[src/rtl/us_timer_pkg.sv]
// us_timer_pkg: shared types and helpers for the microsecond timer bank
package us_timer_pkg;

    typedef enum logic [1:0] {
        IDLE    = 2'd0,
        RUNNING = 2'd1,
        EXPIRED = 2'd2
    } timer_state_t;

    typedef logic [15:0] count_t;

    // bits needed to hold 0..value-1, never less than one
    function automatic int clog2(input int value);
        int r;
        r = 0;
        for (int v = value - 1; v > 0; v = v >> 1) r++;
        return (r < 1) ? 1 : r;
    endfunction

endpackage

[src/rtl/us_prescaler.sv]
// us_prescaler: free-running divider producing a one-cycle pulse every microsecond
module us_prescaler
    import us_timer_pkg::*;
#(
    parameter int CLKS_PER_US = 50
) (
    input  logic sysclk,
    input  logic sysreset_n,
    output logic us_tick
);

    localparam int PW = clog2(CLKS_PER_US);
    localparam logic [PW-1:0] LAST = PW'(CLKS_PER_US - 1);

    logic [PW-1:0] phase = '0;

    // count 0..CLKS_PER_US-1 and wrap; loads never restart it
    always_ff @(posedge sysclk) begin
        if (!sysreset_n) phase <= '0;
        else phase <= (phase == LAST) ? '0 : phase + PW'(1);
    end

    assign us_tick = (phase == LAST);

endmodule

[src/rtl/us_timer_bank.sv]
// us_timer_bank: bank of independent microsecond countdown timers with per-timer expiry events
// Optional periodic auto-reload is enabled by defining US_TIMER_AUTORELOAD_EN.
module us_timer_bank
    import us_timer_pkg::*;
#(
    parameter int NUM_TIMERS  = 4,
    parameter int CLKS_PER_US = 50
) (
    input  logic                  sysclk,
    input  logic                  sysreset_n,
    input  logic [15:0]           data_in,
    input  logic [NUM_TIMERS-1:0] load,
    input  logic [NUM_TIMERS-1:0] periodic,
    input  logic [3:0]            read_select,
    output logic [15:0]           count_out,
    output logic [NUM_TIMERS-1:0] expired
);

    logic   us_tick;
    count_t counts [NUM_TIMERS];
    count_t sel_count;
    count_t count_out_q = '0;

    us_prescaler #(.CLKS_PER_US(CLKS_PER_US)) u_prescaler (
        .sysclk    (sysclk),
        .sysreset_n(sysreset_n),
        .us_tick   (us_tick)
    );

`ifndef US_TIMER_AUTORELOAD_EN
    logic unused_periodic;
    assign unused_periodic = ^periodic;
`endif

    for (genvar t = 0; t < NUM_TIMERS; t++) begin : g_timer
        timer_state_t state_q = IDLE;
        count_t       count_q = '0;
        logic         exp_q   = 1'b0;
`ifdef US_TIMER_AUTORELOAD_EN
        count_t       reload_q = '0;
        logic         mode_q   = 1'b0;
`endif

        // load beats a coincident tick; a zero load expires immediately
        always_ff @(posedge sysclk) begin
            if (!sysreset_n) begin
                state_q <= IDLE;
                count_q <= '0;
                exp_q   <= 1'b0;
`ifdef US_TIMER_AUTORELOAD_EN
                reload_q <= '0;
                mode_q   <= 1'b0;
`endif
            end else if (load[t]) begin
                state_q <= (data_in == '0) ? EXPIRED : RUNNING;
                count_q <= data_in;
                exp_q   <= (data_in == '0);
`ifdef US_TIMER_AUTORELOAD_EN
                reload_q <= data_in;
                mode_q   <= periodic[t];
`endif
            end else if (state_q == RUNNING) begin
                exp_q <= 1'b0;
                if (us_tick) begin
                    if (count_q > 16'd1) begin
                        count_q <= count_q - 16'd1;
`ifdef US_TIMER_AUTORELOAD_EN
                    end else if (mode_q) begin
                        count_q <= reload_q;
                        exp_q   <= 1'b1;
`endif
                    end else begin
                        count_q <= '0;
                        state_q <= EXPIRED;
                        exp_q   <= 1'b1;
                    end
                end
            end
        end

        assign counts[t]  = count_q;
        assign expired[t] = exp_q;
    end

    // select the addressed timer; out-of-range indices read as zero
    always_comb begin
        sel_count = '0;
        for (int k = 0; k < NUM_TIMERS; k++)
            if (read_select == 4'(k)) sel_count = counts[k];
    end

    // register the readback so it is glitch-free and one cycle behind
    always_ff @(posedge sysclk) begin
        if (!sysreset_n) count_out_q <= '0;
        else count_out_q <= sel_count;
    end

    assign count_out = count_out_q;

endmodule

[config.mk]
export PLATFORM = sky130hd
export DESIGN_NAME = us_timer_bank
export DESIGN_NICKNAME = d
export VERILOG_FILES = /design/src/rtl/us_timer_pkg.sv /design/src/rtl/us_prescaler.sv /design/src/rtl/us_timer_bank.sv
export SDC_FILE = /design/constraint.sdc
export NUM_CORES = 1
export LEC_CHECK = 0
export CAP_MARGIN = 20
export CORE_MARGIN = 2
export CORE_UTILIZATION = 30
export CTS_CLUSTER_SIZE = 8
export DETAILED_ROUTE_END_ITERATION = 16
export GPL_ROUTABILITY_DRIVEN = 0
export PLACE_DENSITY = 0.55
export SYNTH_ARGS = -nofsm -noshare
export SYNTH_HDL_FRONTEND = slang
export SYNTH_SLANG_ARGS = --single-unit
export TNS_END_PERCENT = 30
[constraint.sdc]
create_clock -name sysclk -period 4.61 [get_ports sysclk]
set_clock_uncertainty 0.15 [all_clocks]
set_input_delay 0.922 -clock sysclk [delete_from_list [all_inputs] [get_ports sysclk]]
set_output_delay 0.922 -clock sysclk [all_outputs]
set_load 0.01 [all_outputs]
==> results.md, run 1 <==
- The flow ran to the end, and the final reports show no timing, DRC or antenna violations.
- The total congestion overflow is 0.
- The final layout contains routed wiring with a total length of 17.5 mm.
- The detailed router placed 5,362 vias in this run.
- The number of sinks driven by the clock tree is 98.
- The setup path with the least slack is of type primary input to register.
- At the worst endpoint, the required time is 4.69 ns.
- The final core utilization is 35.7%.
- OpenSTA, run right after detailed placement, puts the worst setup slack at 1.37 ns.
- The worst pin sits at a relative slew slack of 41.9%.
- The final-report max-slew violation count is 0.
- The clock buffer count from CTS is 9.
- Yosys mapped a number of flops with a built-in enable equal to 0.
- The final hold slack is 0.311 ns.
- The I/O pin count is 50.
- The beginning of the worst register-to-register path is g_timer[3].count_q[2].
- Synthesis produced 725 cells.
- For this run, the number of Yosys warnings is 0.
- The number of different library cells used by synthesis comes to 57.
- The hold-critical path endpoint is g_timer[2].exp_q.
- The length of the first detailed-routing pass in iterations is 5.
- The critical path goes through clkdlybuf4s50_1 -> inv_1 -> and3_1 -> a21oi_1 -> o22ai_1.
- The number of antenna cells inserted is 0.
- The count of input and output buffers is 45.
- The startpoint identified for the worst hold timing path is g_timer[2].exp_q.
- The async set or reset register ratio after synthesis is 0%.
- The initial utilization of the core area, before any placement, comes to 30.6%.
- The slack of the worst reg-to-reg path is 1.79 ns.
- Fill cells in the final layout number 1,951.
- In this run, post-CTS hold repair placed 0 buffers.
- The share of the clock period used by the worst path after layout is 62.7%.
- The count of routing violations after the opening detailed-route iteration is 451.
- The maximum number of pins on one net before global-route repair is 49.
- IR analysis of the VDD net gives a maximum drop of 216 uV.
- Setup violations remaining at the end of the flow were counted as 0.
- The tool flagged a number of max-cap violations equal to 0.
- The mean cell area of the mapped netlist is 7.55 sq um.
- After routing, the total negative slack on setup checks comes to 0 ns.
- The final number of hold-violating endpoints came to 0.
- In the routed layout, each cell is associated on average with a via count of 5.45.
- Power spread over the standard cell area amounts to 317 nW/um^2.
- The register bit count reported by yosys is 98.
- No sink is reached through more buffers than the 2 on the longest clock path.
- The floorplan step defined a die boundary enclosing 19,300 sq um.
- The sequential area share after synthesis is 35.8%.
- The analysis attributes to cell leakage a power of 0.00231 uW.
- The final cell area excluding filler cells is 6390 sq um.
- Detailed placement finished with a half-perimeter wire length of 12.7 mm.
- The kind of path behind the tightest hold check is register to register.
- For the worst flop-to-flop path, the logic depth is 6.
- The terminus of the critical flop-to-flop path is g_timer[3].count_q[15].
- In the final routed layout, each cell accounts on average for 17.8 microns.
- The maximum level of the CTS H-tree is 3.
- Global routing used 18.2% of the available tracks.
- The kind of capture point of the worst setup path is a register.
- The number of antenna violations at the first check in global routing was 0.
- In the final layout, the share of cells above drive strength 1 is 5.70%.
- The tree is rooted in a sky130_fd_sc_hd__clkbuf_16.
- Data arrives at the worst endpoint at 2.97 ns.
- Post-CTS timing repair inserted 0 buffers for setup.
- Leaving out fill and tap cells, the most frequent cell in the layout is sky130_fd_sc_hd__dfxtp_1.
- Among all stages on the critical path, the largest delay is contributed by sky130_fd_sc_hd__clkdlybuf4s50_1.
- The area after detailed placement is 6110 sq um.
- In this run the remaining antenna-violating nets after routing total 0.
- Setup repair after global routing left no endpoint under its margin.
- The number of nets in the synthesized netlist is 765.
- The worst setup path is launched from a primary input.
- The count of nets after finishing is 790.
- The vertical die dimension is 139 microns.
- The source of the critical timing path is load[3].
- The number of global-route vias before repair is 4,915.
- In this run the horizontal extent of the chip is 139 microns.
- TritonCTS built the clock tree.
- The slew of the pin with the lowest slew margin is 0.870 ns.
- After detailed routing, the number of remaining DRC violations is 0.
- The cell area that synthesis handed to floorplanning was 5470 sq um.
- The worst-path maximum fanout is 20.
- The floorplan core area is 17,900 sq um.
- Leaving out fill and tap cells, the most frequent cells in the layout are sky130_fd_sc_hd__dfxtp_1, sky130_fd_sc_hd__nand2_1, sky130_fd_sc_hd__nor2_1.
- After floorplanning, the core was divided into 49 placement rows.
- Among all flip-flop cells after synthesis, the most frequent one is sky130_fd_sc_hd__dfxtp_1.
- The CTS clock-pin slew for the worst setup and hold paths is 0.07 ns.
- The insertion delay to the later sink of the worst-skew pair is 0.36 ns.
- The clock period could shrink to 2.89 ns.
- After clock tree synthesis, the repair step resized 0 gates.
- Static timing analysis puts the maximum clock frequency at 346 MHz.
- Along the worst hold path, the cell count comes to 2.
- The delay of the slowest cell on the worst path is 0.97 ns.
- The least setup slack across all paths after layout is 1.72 ns.
- The first global-routing pass estimated 27.9 mm of wire.
- Relative to the synthesized area, the layout overhead comes to 16.8%.
==> Yosys cell counts (all sizes together) (2+ instances only) <==
master | n | area, sq um
buf | 7 | 60.1
nand3b | 4 | 30.0
a221oi | 11 | 103
a22oi | 17 | 128
o22ai | 11 | 68.8
nand4b | 3 | 26.3
nor3b | 2 | 15.0
nand3 | 15 | 75.1
dfxtp | 98 | 1960
o31a | 2 | 17.5
a21oi | 69 | 345
and2 | 5 | 31.3
o311ai | 4 | 35.0
o311a | 3 | 30.0
nor2 | 81 | 322
o211ai | 2 | 15.0
or3 | 7 | 45.1
or4 | 5 | 45.0
clkbuf | 37 | 140
o21ai | 76 | 392
o41ai | 2 | 17.5
nor3 | 31 | 155
inv | 26 | 97.6
mux2i | 15 | 150
xnor2 | 12 | 105
xor2 | 9 | 78.8
or2 | 2 | 12.5
a31oi | 15 | 93.8
nand2 | 83 | 312
nor4 | 14 | 87.6
ha | 10 | 125
and3 | 18 | 113
nor4b | 2 | 23.8
nand4 | 10 | 62.6
nand2b | 4 | 25.0
==> stage by stage <==
stage / power (uW) / instances
2_1_floorplan: 1190 / 725
3_3_place_gp: 1310 / 968
3_5_place_dp: 1310 / 968
4_1_cts: 2040 / 983
5_1_grt: 2130 / 983
6_report: 2030 / 983
==> worst max path at each step <==
stage                                  end  slack, ns  depth (start not counted)
global route         g_timer[3].count_q[4]       1.55                          6
floorplan                     count_out[3]       2.08                          4
detailed placement  g_timer[3].count_q[10]       1.37                          4
finish              g_timer[3].count_q[13]       1.72                          5
global placement    g_timer[3].count_q[10]       1.34                          4
CTS                 g_timer[3].count_q[15]       1.76                          4
==> registers in the layout, indices dropped and copies added (netlist names) <==
signal	flops
u_prescaler.phase	6
g_timer.exp_q	4
count_out	16
g_timer.state_q	8
g_timer.count_q	64
==> critical path, delay by kind of cell <==
family / cells / cell delay, ns
buf+inv: 2 / 1.50
compound gates: 2 / 0.23
simple gates: 1 / 0.31
==> cell families after synthesis <==
| family | count (synthesis) | share of synthesized area [%] |
|---|---|---|
| AOI/OAI and AO/OA | 221 | 24.2 |
| xor gates and xnor gates | 21 | 3.36 |
| adders and majority gates | 10 | 2.29 |
| buffers and inverters | 70 | 5.44 |
| DFF | 98 | 35.8 |
| muxes | 16 | 3.15 |
| and+or+nand+nor | 289 | 25.7 |
==> power breakdown <==
part | switching (uW) | internal, uW
clock | 337 | 393
combinational | 207 | 138
sequential | 57.1 | 893
==> final cells by class <==
class                   count  area (sq um)  share of cell area, %
inverters                  26          97.6                   1.53
multi-input cells         557          3220                   50.4
clock buffers              11           253                   3.95
clock inverters             4          26.3                  0.411
repair buffers             58           548                   8.57
well taps                 229           287                   4.48
flip-flops and latches     98          1960                   30.7
==> layer usage <==
metal	global-route usage [%]	wire length, microns
met5	0	0
met3	3.80	825
met2	28.9	8040
met4	4.36	238
met1	25.3	8410
No activity file was read; power rests on OpenSTA's default activity.
==> run 2, diff against run 1 <==
- clock period: 4.61 -> 2.85 ns (I/O delays scaled with it)
==> run 2 against run 1 <==
Combinational power is 73% higher. Flip-flop and latch count stayed put. Critical path depth is 2 higher. Via count is 5.1% higher. Core utilization is 1.5 points higher. Register-to-register slack worse by 1.5 ns. Die area stayed put. Count of clock-buffer cells in the layout is 2 higher. Total power is 63% higher. Setup slack worse by 1.4 ns. Sequential power is 62% higher. Hold slack worse by 0.0072 ns. Critical path type is now register to register. Largest power group unchanged.
==> results.md, run 2 (synthesized netlist as in run 1, its figures left out) <==
- Counting cells, the worst reg-to-reg path comes to 7.
- The number of global-route vias before repair was 5,073.
- Once the floorplan was initialized, standard cells occupied 30.6% of the core.
- TritonCTS built the clock tree.
- In this run the register-to-register setup slack is 0.32 ns.
- Of the cells placed in the final design, the portion with a size suffix greater than 1 is 9.75%.
- The clock buffer count from CTS is 9.
- In this run the critical register-to-register path is captured at g_timer[0].count_q[14].
- The kind of capture point of the worst setup path is a register.
- Summed over all failing endpoints, the final setup total negative slack is 0 ns.
- The tightest min-delay check is of the register to register type.
- The most common cell after layout, fill and taps aside is sky130_fd_sc_hd__dfxtp_1.
- The minimum clock period after layout is 2.53 ns.
- The category of the worst setup path launch point is a register.
- The flow ran to the end, and the final reports show no timing, DRC or antenna violations.
- The total area inside the core boundary comes to 17,900 sq um.
- The final-report max-slew violation count was 0.
- Pin placement for this block handled 50 I/O pins.
- The detail route stage leaves a number of antenna-violating nets equal to 0.
- After detailed routing, the average wire length per cell comes to 17.6 microns.
- Summed over all layers, the global routing overflow is 0.
- The die covers 19,300 sq um.
- For this run, the total global-route usage over all layers was measured as 18.4%.
- The chip width is 139 microns.
- Setup repair after global routing left no endpoint under its margin.
- The beginning of the worst register-to-register path is g_timer[0].count_q[0].
- The number of cells on the worst hold path is 2.
- Across the run, the number of max-cap violations was 0.
- The wire length of the first global-routing pass is 28.2 mm.
- The average vias per placed instance is 5.53.
- The final number of hold-violating endpoints came to 0.
- The clock reaches the later pin of the worst-skew pair after 0.35 ns.
- After floorplanning, the core was divided into 49 placement rows.
- The number of sinks driven by the clock tree is 98.
- The tree is rooted in a sky130_fd_sc_hd__clkbuf_16.
- Data on the critical path is required at its endpoint by 2.98 ns.
- The length of the first detailed-routing pass in iterations is 5.
- In the finished design, the share of the clock period the worst path needs comes to 88.7%.
- For the pin with the worst max-slew slack, the measured transition is 0.693 ns.
- The worst-path maximum fanout is 5.
- The achievable clock frequency is 396 MHz.
- The overall via count from detail_route is 5,633.
- The path with the worst hold slack has its endpoint at g_timer[0].exp_q.
- After clock tree synthesis, the setup repair step added 0 buffers.
- The number of antenna violations at the first check in global routing is 0.
- The number of flip-flops in the largest register is 64.
- Relative to the synthesized area, the layout overhead comes to 21.6%.
- In this run, post-CTS repair resized a total of 0 instances.
- Counting flops per register, the top entry is g_timer.count_q.
- Power spread over the standard cell area amounts to 495 nW/um^2.
- The category of the critical setup timing path is register to register.
- The maximum level of the CTS H-tree is 3.
- After the first detailed-routing iteration, the DRC count stood at 397.
- The endpoint arrival time on the critical path is 2.66 ns.
- The analysis attributes to cell leakage a power of 0.00248 uW.
- The routed wire length is 17.9 mm.
- The worst-case IR drop observed on VDD is 313 uV.
- The vertical die dimension is 139 microns.
- The maximum number of pins on one net before global-route repair is 31.
- The total power is 3300 uW.
- The HPWL after detailed placement is 13.5 mm.
- The hold path startpoint is g_timer[0].exp_q.
- Input and output buffers added on the ports amount to 45.
- The largest buffer count on any clock path is 2.
- The total of hold buffers inserted after clock tree synthesis is 0.
- The number of antenna cells inserted is 0.
- The worst slew margin relative to its limit is 53.6%.
- Leaving out fill and tap cells, the most frequent cells in the layout are sky130_fd_sc_hd__dfxtp_1, sky130_fd_sc_hd__nand2_1, sky130_fd_sc_hd__nor2_1.
- For this run, design rule violations remaining after detail routing come to 0.
- The number of fill cells in the layout is 1,890.
- The count of nets after finishing is 826.
- Clock-pin slew was measured on the worst setup and hold paths at 0.07 ns.
- Setup violations remaining at the end of the flow were counted as 0.
[run 2: changes by cell type in the layout (fill, tap and decap cells not counted), sizes merged]
cell | previous run | this run
clkinv | 2 | 1
buf | 13 | 49
inv | 27 | 26
clkbuf | 11 | 13
[run 2: final cells by class]
type / instances / area [sq um] / area share [%]
clock buffer: 13 / 260 / 3.91
clock inverter: 2 / 12.5 / 0.188
inverter: 26 / 97.6 / 1.47
multi-input combinational: 557 / 3220 / 48.4
sequential: 98 / 1960 / 29.5
tap: 229 / 287 / 4.30
timing repair buffer: 94 / 818 / 12.3
[run 2: where the power goes]
part	internal [uW]	switching [uW]
sequential	1450	93.8
clock	635	525
combinational	254	344
[run 2: worst max-delay path by stage]
stage | startpoint | to | depth (start not counted)
2_1_floorplan | g_timer[0].count_q[0] | g_timer[0].count_q[14] | 7
3_3_place_gp | data_in[13] | g_timer[3].state_q[1] | 7
6_report | g_timer[0].count_q[0] | g_timer[0].count_q[14] | 7
4_1_cts | g_timer[0].count_q[0] | g_timer[0].count_q[14] | 7
3_5_place_dp | data_in[13] | g_timer[1].exp_q | 7
5_1_grt | g_timer[0].count_q[0] | g_timer[0].count_q[14] | 7
[run 2: per-stage QoR]
stage          hold WS [ns]  util (%)  instances  setup slack (ns)  area [sq um]
4_1_cts               0.307      37.2       1019             0.324          6660
6_report              0.303      37.2       1019             0.323          6660
3_5_place_dp          0.298      35.7       1004             0.141          6380
5_1_grt               0.349      37.2       1019             0.150          6660
3_3_place_gp          0.298      35.7       1004             0.130          6380
2_1_floorplan         0.280         -        725             0.580          5470
[run 2: critical path, cell delays in order, from the launching register on]
cell                        delay, ns
sky130_fd_sc_hd__dfxtp_1         0.41
sky130_fd_sc_hd__inv_1           0.11
sky130_fd_sc_hd__ha_1            0.27
sky130_fd_sc_hd__o2111ai_1       0.32
sky130_fd_sc_hd__nor2_1          0.13
sky130_fd_sc_hd__or4_1           0.58
sky130_fd_sc_hd__or2_2           0.31
sky130_fd_sc_hd__a31oi_1         0.17
[run 2: layer usage]
layer,share of wire [%],global-route usage (%),vias up
met4,2.1,5.79,0
li1,-,-,2753
met5,0,0,-
met3,5.4,2.73,27
met1,47,25.5,2654
met2,46,29.6,199
